[config.mk]
export PLATFORM = sky130hd
export DESIGN_NAME = nw_traceback
export DESIGN_NICKNAME = d
export VERILOG_FILES = /design/src/rtl/nw_pkg.sv /design/src/rtl/nw_tb_addr_gen.sv /design/src/rtl/nw_traceback.sv
export SDC_FILE = /design/constraint.sdc
export NUM_CORES = 1
export LEC_CHECK = 0
export CAP_MARGIN = 20
export CORE_ASPECT_RATIO = 2
export CORE_MARGIN = 8
export CORE_UTILIZATION = 40
export CTS_CLUSTER_DIAMETER = 150
export DETAILED_ROUTE_END_ITERATION = 10
export GPL_TIMING_DRIVEN = 0
export PLACE_DENSITY = 0.72
export SYNTH_ARGS = -nofsm -noshare
export SYNTH_HDL_FRONTEND = slang
export SYNTH_SLANG_ARGS = --single-unit
[constraint.sdc]
create_clock -name clk -period 6.5 [get_ports clk]
set_input_delay 0.65 -clock clk [delete_from_list [all_inputs] [get_ports clk]]
set_output_delay 0.65 -clock clk [all_outputs]
set_load 0.02 [all_outputs]
[src/rtl/nw_pkg.sv]
// Shared Needleman-Wunsch definitions: direction/move codes, traceback states
// and the row-major matrix address helper used by the fill and traceback paths.
`timescale 1ns/1ps
package nw_pkg;

   localparam logic [1:0] DIR_DIAG = 2'b00;
   localparam logic [1:0] DIR_UP   = 2'b01;
   localparam logic [1:0] DIR_LEFT = 2'b10;
   localparam logic [1:0] DIR_ERR  = 2'b11;

   typedef enum logic [2:0] {
      T_IDLE,
      T_ADDR,
      T_STEP,
      T_EDGE,
      T_DONE
   } tb_state_t;

   // Row-major address of cell (i,j) in an (n+1)x(n+1) matrix.
   function automatic int unsigned mat_addr(input int unsigned i,
                                            input int unsigned j,
                                            input int unsigned n);
      return i * (n + 1) + j;
   endfunction

endpackage

[src/rtl/nw_tb_addr_gen.sv]
// Traceback cursor: holds the current (i,j) cell, steps it toward the origin
// and presents the matching direction-memory address combinationally.
`timescale 1ns/1ps
module nw_tb_addr_gen
   import nw_pkg::*;
#(
   parameter int N      = 8,
   parameter int IDX_W  = $clog2(N + 1),
   parameter int ADDR_W = $clog2((N + 1) * (N + 1))
) (
   input  logic              clk,
   input  logic              rst,
   input  logic              load,
   input  logic              dec_i,
   input  logic              dec_j,
   output logic [IDX_W-1:0]  i,
   output logic [IDX_W-1:0]  j,
   output logic [ADDR_W-1:0] addr
);

   logic [IDX_W-1:0] i_reg;
   logic [IDX_W-1:0] j_reg;

   always_ff @(posedge clk or posedge rst) begin
      if (rst) begin
         i_reg <= '0;
         j_reg <= '0;
      end else if (load) begin
         i_reg <= IDX_W'(N);
         j_reg <= IDX_W'(N);
      end else begin
         if (dec_i) i_reg <= i_reg - IDX_W'(1);
         if (dec_j) j_reg <= j_reg - IDX_W'(1);
      end
   end

   assign i    = i_reg;
   assign j    = j_reg;
   assign addr = ADDR_W'(mat_addr(32'(i_reg), 32'(j_reg), 32'(N)));

endmodule

[src/rtl/nw_traceback.sv]
// Needleman-Wunsch traceback: walks the direction matrix from (N,N) to (0,0).
// Define NW_TB_ERR_CHECK_EN to add tb_err and stop the walk on direction code 11.
`timescale 1ns/1ps
module nw_traceback
   import nw_pkg::*;
#(
   parameter int N      = 8,
   parameter int IDX_W  = $clog2(N + 1),
   parameter int ADDR_W = $clog2((N + 1) * (N + 1))
) (
   input  logic              clk,
   input  logic              rst,
   input  logic              en_traceB,
   output logic              dir_rd,
   output logic [ADDR_W-1:0] dir_addr,
   input  logic [1:0]        dir_data,
   output logic              align_valid,
   output logic [1:0]        align_move,
   output logic [IDX_W-1:0]  align_i,
   output logic [IDX_W-1:0]  align_j,
   output logic              end_traceB
`ifdef NW_TB_ERR_CHECK_EN
   ,
   output logic              tb_err
`endif
);

`ifdef NW_TB_ERR_CHECK_EN
   localparam bit ERR_CHECK = 1'b1;
   logic err_reg;
   assign tb_err = err_reg;
`else
   localparam bit ERR_CHECK = 1'b0;
`endif

   tb_state_t         state_reg;
   logic [IDX_W-1:0]  i_cur, j_cur, i_next, j_next;
   logic [ADDR_W-1:0] cell_addr, addr_hold_reg;
   logic              load, dec_i, dec_j, step_err;

   nw_tb_addr_gen #(.N(N), .IDX_W(IDX_W), .ADDR_W(ADDR_W)) u_addr_gen (
      .clk   (clk),
      .rst   (rst),
      .load  (load),
      .dec_i (dec_i),
      .dec_j (dec_j),
      .i     (i_cur),
      .j     (j_cur),
      .addr  (cell_addr)
   );

   assign step_err = ERR_CHECK && (state_reg == T_STEP) && (dir_data == DIR_ERR);

   // Moves are shown in the cycle they are decided; an aborted walk shows none.
   always_comb begin
      load        = 1'b0;
      dec_i       = 1'b0;
      dec_j       = 1'b0;
      align_valid = 1'b0;
      align_move  = DIR_DIAG;
      case (state_reg)
         T_IDLE: load = en_traceB;
         T_STEP: if (en_traceB && !step_err) begin
            align_valid = 1'b1;
            align_move  = (dir_data == DIR_ERR) ? DIR_DIAG : dir_data;
            dec_i       = (align_move != DIR_LEFT);
            dec_j       = (align_move != DIR_UP);
         end
         T_EDGE: if (en_traceB) begin
            align_valid = 1'b1;
            align_move  = (i_cur == '0) ? DIR_LEFT : DIR_UP;
            dec_i       = (i_cur != '0);
            dec_j       = (i_cur == '0);
         end
         default: ;
      endcase
   end

   assign i_next = dec_i ? i_cur - IDX_W'(1) : i_cur;
   assign j_next = dec_j ? j_cur - IDX_W'(1) : j_cur;

   always_ff @(posedge clk or posedge rst) begin
      if (rst) begin
         state_reg     <= T_IDLE;
         addr_hold_reg <= '0;
`ifdef NW_TB_ERR_CHECK_EN
         err_reg       <= 1'b0;
`endif
      end else begin
         if (state_reg == T_ADDR) addr_hold_reg <= cell_addr;
         case (state_reg)
            T_IDLE: if (en_traceB) begin
`ifdef NW_TB_ERR_CHECK_EN
               err_reg   <= 1'b0;
`endif
               state_reg <= (N == 0) ? T_DONE : T_ADDR;
            end
            T_ADDR: state_reg <= en_traceB ? T_STEP : T_IDLE;
            T_STEP, T_EDGE: begin
               if (!en_traceB) begin
                  state_reg <= T_IDLE;
               end else if (step_err) begin
`ifdef NW_TB_ERR_CHECK_EN
                  err_reg   <= 1'b1;
`endif
                  state_reg <= T_DONE;
               end else if (i_next == '0 && j_next == '0) begin
                  state_reg <= T_DONE;
               end else if (i_next == '0 || j_next == '0) begin
                  state_reg <= T_EDGE;
               end else begin
                  state_reg <= T_ADDR;
               end
            end
            T_DONE: if (!en_traceB) state_reg <= T_IDLE;
            default: state_reg <= T_IDLE;
         endcase
      end
   end

   assign dir_rd     = (state_reg == T_ADDR);
   assign dir_addr   = dir_rd ? cell_addr : addr_hold_reg;
   assign end_traceB = (state_reg == T_DONE);
   assign align_i    = i_cur;
   assign align_j    = j_cur;

endmodule

==> results.md, run 1 <==
- Worst Path Required: 5.85 ns
- Ys Warns: 0
- Slew margin rel.: 28.9%
- Die area: 5180 um2
- CP endpoint: dir_addr[6]
- Power Total: 819 uW
- Setup crit end kind: output port
- Fmax: 261 MHz
- Setup violations, final: 0
- Vias in the first global route: 1,083
- Power per cell area: 532 nW/um2
- Detailed-router iteration count before antenna repair: 4
- Yosys top cell area share: 36.9%
- Max-cap violations: 0
- Slew Limit Fails: 0
- Antenna Nets Post-Route: 0
- Clock Tree Root: clkbuf_8
- WP data arrival: 3.17 ns
- Seq/Total Area, Yosys: 36.9%
- DRT Wirelength: 2820 um
- Clock buffer depth: 2
- FF-to-FF Start: u_addr_gen.i[0]
- RSZ-0062 raised after global routing: no
- Period utilization: 58.8%
- FF-to-FF path depth: 9
- Crit path time final: 3.82 ns
- Post-CTS resize count: 0
- Final hold slack: 0.482 ns
- TritonCTS Buffers: 3
- Clk Latency, worst-skew pair: 0.25 ns
- PortBufs: 24
- Synth top area cells: dfrtp_1, ha_1, nand2_1
- Number of core rows: 28
- Critical path class: flip-flop to output port
- CTS tree: done
- Wire length of the first global-routing pass: 4700 um
- CP cell instances: ha_1 -> ha_1 -> ha_1 -> a211oi_1 -> nor2_1 -> or4_1 -> nand3_1 -> clkdlybuf4s50_1
- Pin count of the biggest net entering global routing: 19
- Post-layout util: 52.3%
- Total GRT Usage: 11.6%
- Largest area contributor in the netlist: dfrtp_1
- Nets: 179
- Average size of a mapped cell: 9.39 um2
- Worst-path clk slew: 0.07 ns
- Clock skew: 0.00338 ns
- Yosys reg bits: 18
- Most common cell after layout, fill and taps aside: clkdlybuf4s50_1
- H-Tree Level Count: 1
- CP startpoint: u_addr_gen.i[3]
- Gp weighted congestion: 0.775
- CP startpoint kind: flip-flop
- CP max-delay cell: clkdlybuf4s50_1
- DR WL/cell: 15.1 um
- Worst VDD drop: 238 uV
- Synthesized Nets: 150
- Vias/cell: 5.53
- Hold_buf cts: 0
- GRT overflow: 0
- N_diodes: 0
- Hold crit path type: flip-flop to flip-flop
- Reg-to-Reg End: state_reg[1]
- Largest stage delay, worst path: 0.61 ns
- Commonest cells after routing, fill and taps aside: clkdlybuf4s50_1, dfrtp_1, nand2_1
- Core box area: 2940 um2
- Drt initial violations: 16
- Initial antenna violation count: 0
- Mapped cell area: 1220 um2
- Postcts setup bufs: 0
- Worst-path fanout max: 10
- Io pins: 25
- Synth cell types: 33
- DP HPWL: 2260 um
- Post-Route Setup TNS: 0 ns
- DRC viols: 0
- Most Frequent Cell on Critical Path: ha_1
- Die X-Extent: 55.1 um
- Status: complete, no violations
- Layout cell share with drive strength beyond 1: 5.10%
- Area Overhead vs Synth: 26.1%
- Endpoints failing hold: 0
- Cell count after synthesis: 130
- Worst-Margin Slew: 1.05 ns
- Die height: 94.1 um
- Clock sink total: 18
- Via count: 1,035
- Reg-to-reg slack, setup: 3.93 ns
- Fillcell total: 274
- Starting Density: 41.5%
- Max reg flops: 7
- Leakage: 0.685 nW
synthesized netlist by cell type, drive strengths merged:
master	count
mux2i	3
nor2b	1
inv	10
and2	1
xor2	1
a31oi	2
dfrtp	18
buf	1
nor4b	1
a21oi	3
clkbuf	3
nor3b	5
o31ai	2
or4	1
nor4bb	1
nor3	5
fa	1
nand2b	3
o21ai	6
nor2	9
nand3b	2
nand3	1
o21a	3
or3b	2
a21o	1
nand4	2
xnor2	3
a211oi	8
nand2	17
ha	14
worst min-delay path by stage:
stage	startpoint	endpoint	slack, ns	depth (start not counted)
2_1_floorplan	state_reg[2]	state_reg[1]	0.48	1
3_3_place_gp	addr_hold_reg[5]	addr_hold_reg[5]	0.46	2
3_5_place_dp	addr_hold_reg[1]	addr_hold_reg[1]	0.47	2
4_1_cts	addr_hold_reg[1]	addr_hold_reg[1]	0.48	2
5_1_grt	addr_hold_reg[0]	addr_hold_reg[0]	0.52	2
6_report	addr_hold_reg[1]	addr_hold_reg[1]	0.48	2
cells by family (layout without fill, tap and decap cells):
logic type / Yosys count / in the layout / share of synthesized area, %
adder cells (fa/ha/maj): 15 / 15 / 16.0
AO/OA/AOI/OAI: 25 / 25 / 14.3
multiplexers: 3 / 3 / 2.46
buffers and inverters: 14 / 41 / 5.12
AND/OR/NAND/NOR: 51 / 51 / 22.3
flip-flops: 18 / 18 / 36.9
XOR/XNOR: 4 / 4 / 2.87
per-stage QoR:
step           worst slack [ns]  instances  cell area (um2)
2_1_floorplan              3.32        130             1220
3_3_place_gp               3.00        184             1500
3_5_place_dp               2.95        184             1500
4_1_cts                    2.67        187             1540
5_1_grt                    2.50        187             1540
6_report                   2.68        187             1540
where the power goes:
group	leakage [nW]	switching (mW)	internal (mW)	total, mW
logic	0.436	0.289	0.244	0.533
clock network	0.0216	0.0373	0.0412	0.0785
registers	0.228	0.0522	0.155	0.207
total	0.685	0.378	0.441	0.819
layout make-up:
cell class              instances  area [um2]  share of cell area, %
flip-flops and latches         18         450                   29.2
well taps                      30        37.5                   2.44
plain buffers                   4        25.0                   1.62
inverters                      10        37.5                   2.44
multi-input cells              98         708                   46.0
clock buffers                   3        41.3                   2.68
repair buffers                 24         240                   15.6
routing by layer:
layer | track usage (%) | vias to the layer above | share of wire (%)
met3 | 1.59 | 4 | 4.2
met2 | 21.1 | 22 | 57
met5 | 0 | - | 0
li1 | - | 518 | -
met1 | 12.1 | 491 | 37
met4 | 5.04 | 0 | 1.2
worst max-delay path: cells and delay by family, from the launching register on:
family          cells  cell delay, ns
flops               1            0.53
fa+ha+maj           3            0.82
buf+inv             1            0.61
simple gates        3            0.73
compound gates      1            0.23
(Power assumes the default switching activity.)
==> run 2, diff against run 1 <==
- clock period: 6.5 -> 3.6 ns (I/O delays scaled with it)
==> run 2 against run 1 <==
  * Die area did not move
  * Critical path depth down 1
  * Core utilization up 0.21 points
  * Largest cell class unchanged
  * Setup slack worse by 2.3 ns
  * Final area up 0.41%
  * Non-clock buffer count unchanged
  * Flip-flop and latch count unchanged
  * Clock-buffer cell count is the same
  * Highest routed layer unchanged
  * Routed wire length up 0.18%
  * Power up 80%
==> results.md, run 2 (synthesis results as in run 1) <==
- Status: complete, no violations
- Power per cell area: 955 nW/um2 (+80%)
- Area of the multi-input gates: 708 um2 (unchanged)
- Max reg flops: 7 (unchanged)
- RSZ-0062 raised after global routing: no
- CP startpoint: u_addr_gen.i[0]
- CP endpoint: dir_addr[4]
- FF-to-FF path depth: 9 (unchanged)
- N_diodes: 0 (unchanged)
- Endpoints failing hold: 0 (unchanged)
- Setup violations, final: 0 (unchanged)
- Fmax: 311 MHz
- Start point of the worst hold path: addr_hold_reg[1]
- Wire length of the first global-routing pass: 4700 um (unchanged)
- Non-Filler Instances: 187 (unchanged)
- DRC viols: 0 (unchanged)
- Core box area: 2940 um2 (unchanged)
- PortBufs: 24 (unchanged)
- Drt initial violations: 17 (+1)
- Reg-to-reg slack, setup: 1.03 ns (-2.90 ns)
- Vias in the first global route: 1,083 (unchanged)
- FF-to-FF Start: u_addr_gen.i[0]
- H-Tree Level Count: 1 (unchanged)
- Clock buffer depth: 2 (unchanged)
- Layout cell share with drive strength beyond 1: 5.73% (+0.64 points)
- Hold_buf cts: 0 (unchanged)
- DP HPWL: 2260 um (unchanged)
- CP startpoint kind: flip-flop
- Total GRT Usage: 11.6% (unchanged)
- DRT Wirelength: 2820 um (+0.18%)
- Worst-path fanout max: 7 (-3)
- Area Overhead vs Synth: 26.6%
- Clock sink total: 18 (unchanged)
- Clock skew: 0.00338 ns (+0.00000119 ns)
- Critical path class: flip-flop to output port
- GRT overflow: 0 (unchanged)
- Die area: 5180 um2 (unchanged)
- Commonest cells after routing, fill and taps aside: clkdlybuf4s50_1, nand2_1, dfrtp_1
- Slew margin rel.: 28.9% (unchanged)
- Worst VDD drop: 430 uV (+81%)
- WP data arrival: 2.86 ns (-0.31 ns)
- Worst Path Required: 3.24 ns (-2.61 ns)
- Die height: 94.1 um (unchanged)
- Cells after DPL: 184 (unchanged)
- Number of core rows: 28 (unchanged)
- Post-layout util: 52.6% (+0.21 points)
- Placed instance area: 1500 um2 (unchanged)
- Slew Limit Fails: 0 (unchanged)
- Worst-path clk slew: 0.07 ns (about the same)
- Post-Route Setup TNS: 0 ns (unchanged)
- Initial antenna violation count: 0 (unchanged)
- Max-cap violations: 0 (unchanged)
- Via count: 1,035 (unchanged)
- Starting Density: 41.5% (unchanged)
- Pin count of the biggest net entering global routing: 19 (unchanged)
- Clock Tree Root: clkbuf_8
- Nets: 179 (unchanged)
- Hold crit path type: flip-flop to flip-flop
- Fillcell total: 272 (-0.73%)
- Die X-Extent: 55.1 um (unchanged)
- Worst-Margin Slew: 1.05 ns (unchanged)
- Gp weighted congestion: 0.775 (unchanged)
- Setup crit end kind: output port
- Sequential standard cell area: 452 um2 (+0.28%)
- Reg-to-Reg End: state_reg[1]
- Detailed-router iteration count before antenna repair: 4 (unchanged)
- DR WL/cell: 15.1 um (+0.18%)
- Final Instance Area: 1550 um2 (+0.41%)
- CTS tree: done
- TritonCTS Buffers: 3 (unchanged)
- Vias/cell: 5.53 (unchanged)
- Antenna Nets Post-Route: 0 (unchanged)
- Clk Latency, worst-skew pair: 0.25 ns (about the same)
- Period utilization: 89.3%
- Leakage: 0.705 nW (+2.8%)
- Crit path time final: 3.22 ns
- Most common cell after layout, fill and taps aside: clkdlybuf4s50_1
- Io pins: 25 (unchanged)
[run 2: cell count changes in the layout (fill, tap and decap cells not counted)]
cell	before	now
clkdlybuf4s50_1	24	22
dfrtp_1	18	17
dfrtp_2	0	1
dlymetal6s2s_1	0	2
[run 2: worst min path at each step]
| stage | cells past startpoint | end |
|---|---|---|
| final | 2 | addr_hold_reg[1] |
| after global placement | 2 | addr_hold_reg[5] |
| after global routing | 2 | addr_hold_reg[0] |
| after floorplan | 1 | addr_hold_reg[0] |
| after CTS | 2 | addr_hold_reg[1] |
| after detailed placement | 2 | addr_hold_reg[1] |
[run 2: per-layer routing]
layer  wire length, um  global-route usage, %
met1              1060                   12.1
met2              1610                   21.1
met3               123                   1.59
met4                34                   5.04
met5                 0                      0
[run 2: critical path: stages (launching register included)]
cell and delay [ns]:
dfrtp_1 0.47, ha_1 0.33, ha_1 0.28, ha_1 0.24, a211oi_1 0.23, nor2_1 0.13
o31ai_1 0.27, clkdlybuf4s50_1 0.66
[run 2: what timing repair did]
item,CTS,global route
endpoints found under the hold margin,0,0
endpoints found under the setup margin,0,2
buffers inserted,0,0
resized for setup,0,3
[run 2: final cells by class]
type | count | area share, %
clock buffer | 3 | 2.67
timing repair buffer | 24 | 15.9
inverter | 10 | 2.43
tap | 30 | 2.43
buffer | 4 | 1.62
multi-input combinational | 98 | 45.8
sequential | 18 | 29.2
[run 2: through the flow]
step / hold WS (ns) / total power, mW / setup WS (ns)
2_1_floorplan: 0.299 / 0.988 / 0.709
3_3_place_gp: 0.459 / 1.31 / 0.390
3_5_place_dp: 0.466 / 1.35 / 0.338
4_1_cts: 0.483 / 1.49 / 0.0554
5_1_grt: 0.522 / 1.60 / 0.209
6_report: 0.482 / 1.48 / 0.384
[run 2: power by group]
group	switching, mW	total (mW)	internal (mW)
clock network	0.0673	0.142	0.0744
registers	0.0942	0.376	0.282
logic	0.522	0.959	0.438
total	0.683	1.48	0.794
==> RTL edit (config.mk and constraints of run 1) <==
Encoding of `tb_state_t`: now Gray code (3 bits for 5 states).
--- a/src/rtl/nw_pkg.sv
+++ b/src/rtl/nw_pkg.sv
@@ -10,9 +10,9 @@
 
    typedef enum logic [2:0] {
-      T_IDLE,
-      T_ADDR,
-      T_STEP,
-      T_EDGE,
-      T_DONE
+      T_IDLE = 3'b000,
+      T_ADDR = 3'b001,
+      T_STEP = 3'b011,
+      T_EDGE = 3'b010,
+      T_DONE = 3'b110
    } tb_state_t;
 
Formal check against the unedited RTL: same outputs for any inputs over 10 cycles, from zero or initial values and one cycle with rst high; not proved beyond that.
==> RTL edit against run 1 <==
- register-to-register slack gained 0.40 ns
- synthesized area grew 4.7%
- via count is 4.0% higher
- non-clock buffer count is 1 lower
- sequential cell count did not move
- routed wire length is 8.4% higher
- worst hold slack worse by 0.0033 ns
- synthesized cell count rose by 5.4%
- cell area increased by 4.7%
- worst setup slack better by 0.27 ns
- global-route usage increased by 0.20 points
- critical path depth up 1
- power grew 1.3%
- critical path type unchanged
- critical endpoint is now dir_addr[5]
- largest cell class unchanged
==> RTL edit: results (changes against run 1) <==
clock sinks=18 (unchanged); crit-path max FO=4 (-6); met1 WL=1.08 mm (+2.3%); Max Root-Sink Buffers=2 (unchanged); Slew HR=0.392 (+0.103); clock group power=92.6 uW (+18%); final hold slack=0.479 ns (-0.00333 ns); post-synthesis mux area share=0.0607 (+0.0361); share of flip-flops with an asynchronous set or reset=1.00 (unchanged); Setup Skew=0.00540 ns (+0.00202 ns); worst reg2reg path depth=7 (-2); Layout fillers=291 (+6.2%); most instantiated cells after synthesis=nand2_1 (20), dfrtp_1 (18), ha_1 (13), nor2_1 (13); Post-CTS Setup Repair Bufs=0 (unchanged); Area contributors post-synth=dfrtp_1 (35%), ha_1 (13%), nand2_1 (5.9%); reg-to-reg slack, setup=4.33 ns (+0.40 ns); combinational power share=0.646 (-0.005); H-Tree Depth=1 (unchanged); Post-Syn Area per Cell=9.33 um^2 (-0.64%); number of global-route vias before repair=1161 (+7.2%); crit path capture=dir_addr[5]; Worst Hold End=addr_hold_reg[2]; max incr delay on CP=0.64 ns (+0.03 ns); post_cts resized=0 (unchanged); layout cells sized above 1=0.103 (+0.0521); WL met3=81 um (-32%); drt wl/cell=15.6 um (+3.5%); Pleak=0.000732 uW (+6.8%); gpl congestion=0.827 (+6.7%); critical path's top delay family=adder cells; DP Wirelength=2.54 mm (+12%); CP startpoint=u_addr_gen.i[1]; Max VDD drop=0.000242 V (+1.6%); met2 wire len=1.78 mm (+11%); syn_nets=156 (+4.0%); Post-Route WL=3.06 mm (+8.4%); Cells after DPL=192 (+4.3%); Global Route Usage Sum=0.118 (+0.00201); complex-gate fraction of the synthesized area=0.101 (-0.0427); crit path DAT=2.91 ns (-0.26 ns); initial detailed-routing violation count=13 (-3); max reg flops=7 (unchanged); Vias/cell=5.49 (-0.81%); Distinct cells, synth=41 (+24%); outcome=complete, no violations; first-pass GRT wire length=5.25 mm (+12%); Initial DRT Pass Iterations=3 (-1); sequential-to-total area share from yosys stat=0.352 (-0.0166); TritonCTS buffer count=3 (unchanged); DP Area=0.00156 mm^2 (+3.9%); xor/xnor share of the synthesized area=0.0616 (+0.0330); Net Switching=373 uW (-1.5%); Adder-Cell Fraction of Synth Area=0.143 (-0.0170); min-delay src=addr_hold_reg[2]
==> RTL edit: cell types whose count changed after synthesis, moves of 3 or more <==
cell	delta
xnor2_1	+4
o21ai_0	-5
o21ai_1	+3
a211oi_1	-6
inv_2	+3
nor3b_1	-3
nand2_1	+3
inv_1	-3
nor2_1	+4
==> RTL edit: metrics by stage <==
step	total power (uW)	setup WS, ns
floorplan	549	3.74
global placement	726	3.27
detailed placement	745	3.21
CTS	843	2.93
global route	910	2.76
finish	830	2.94
==> RTL edit: layout make-up <==
| type | instances | share of cell area |
|---|---|---|
| buffer | 3 | 0.00853 |
| inverter | 10 | 0.0233 |
| timing repair buffer | 24 | 0.149 |
| clock buffer | 4 | 0.0341 |
| tap | 31 | 0.0240 |
| multi-input combinational | 106 | 0.482 |
| sequential | 18 | 0.279 |
==> RTL edit: layer usage <==
layer | up-vias | track usage
met4 | 0 | 0.0645
met1 | 525 | 0.103
met2 | 22 | 0.243
met5 | - | 0
met3 | 8 | 0.0185
li1 | 521 | -
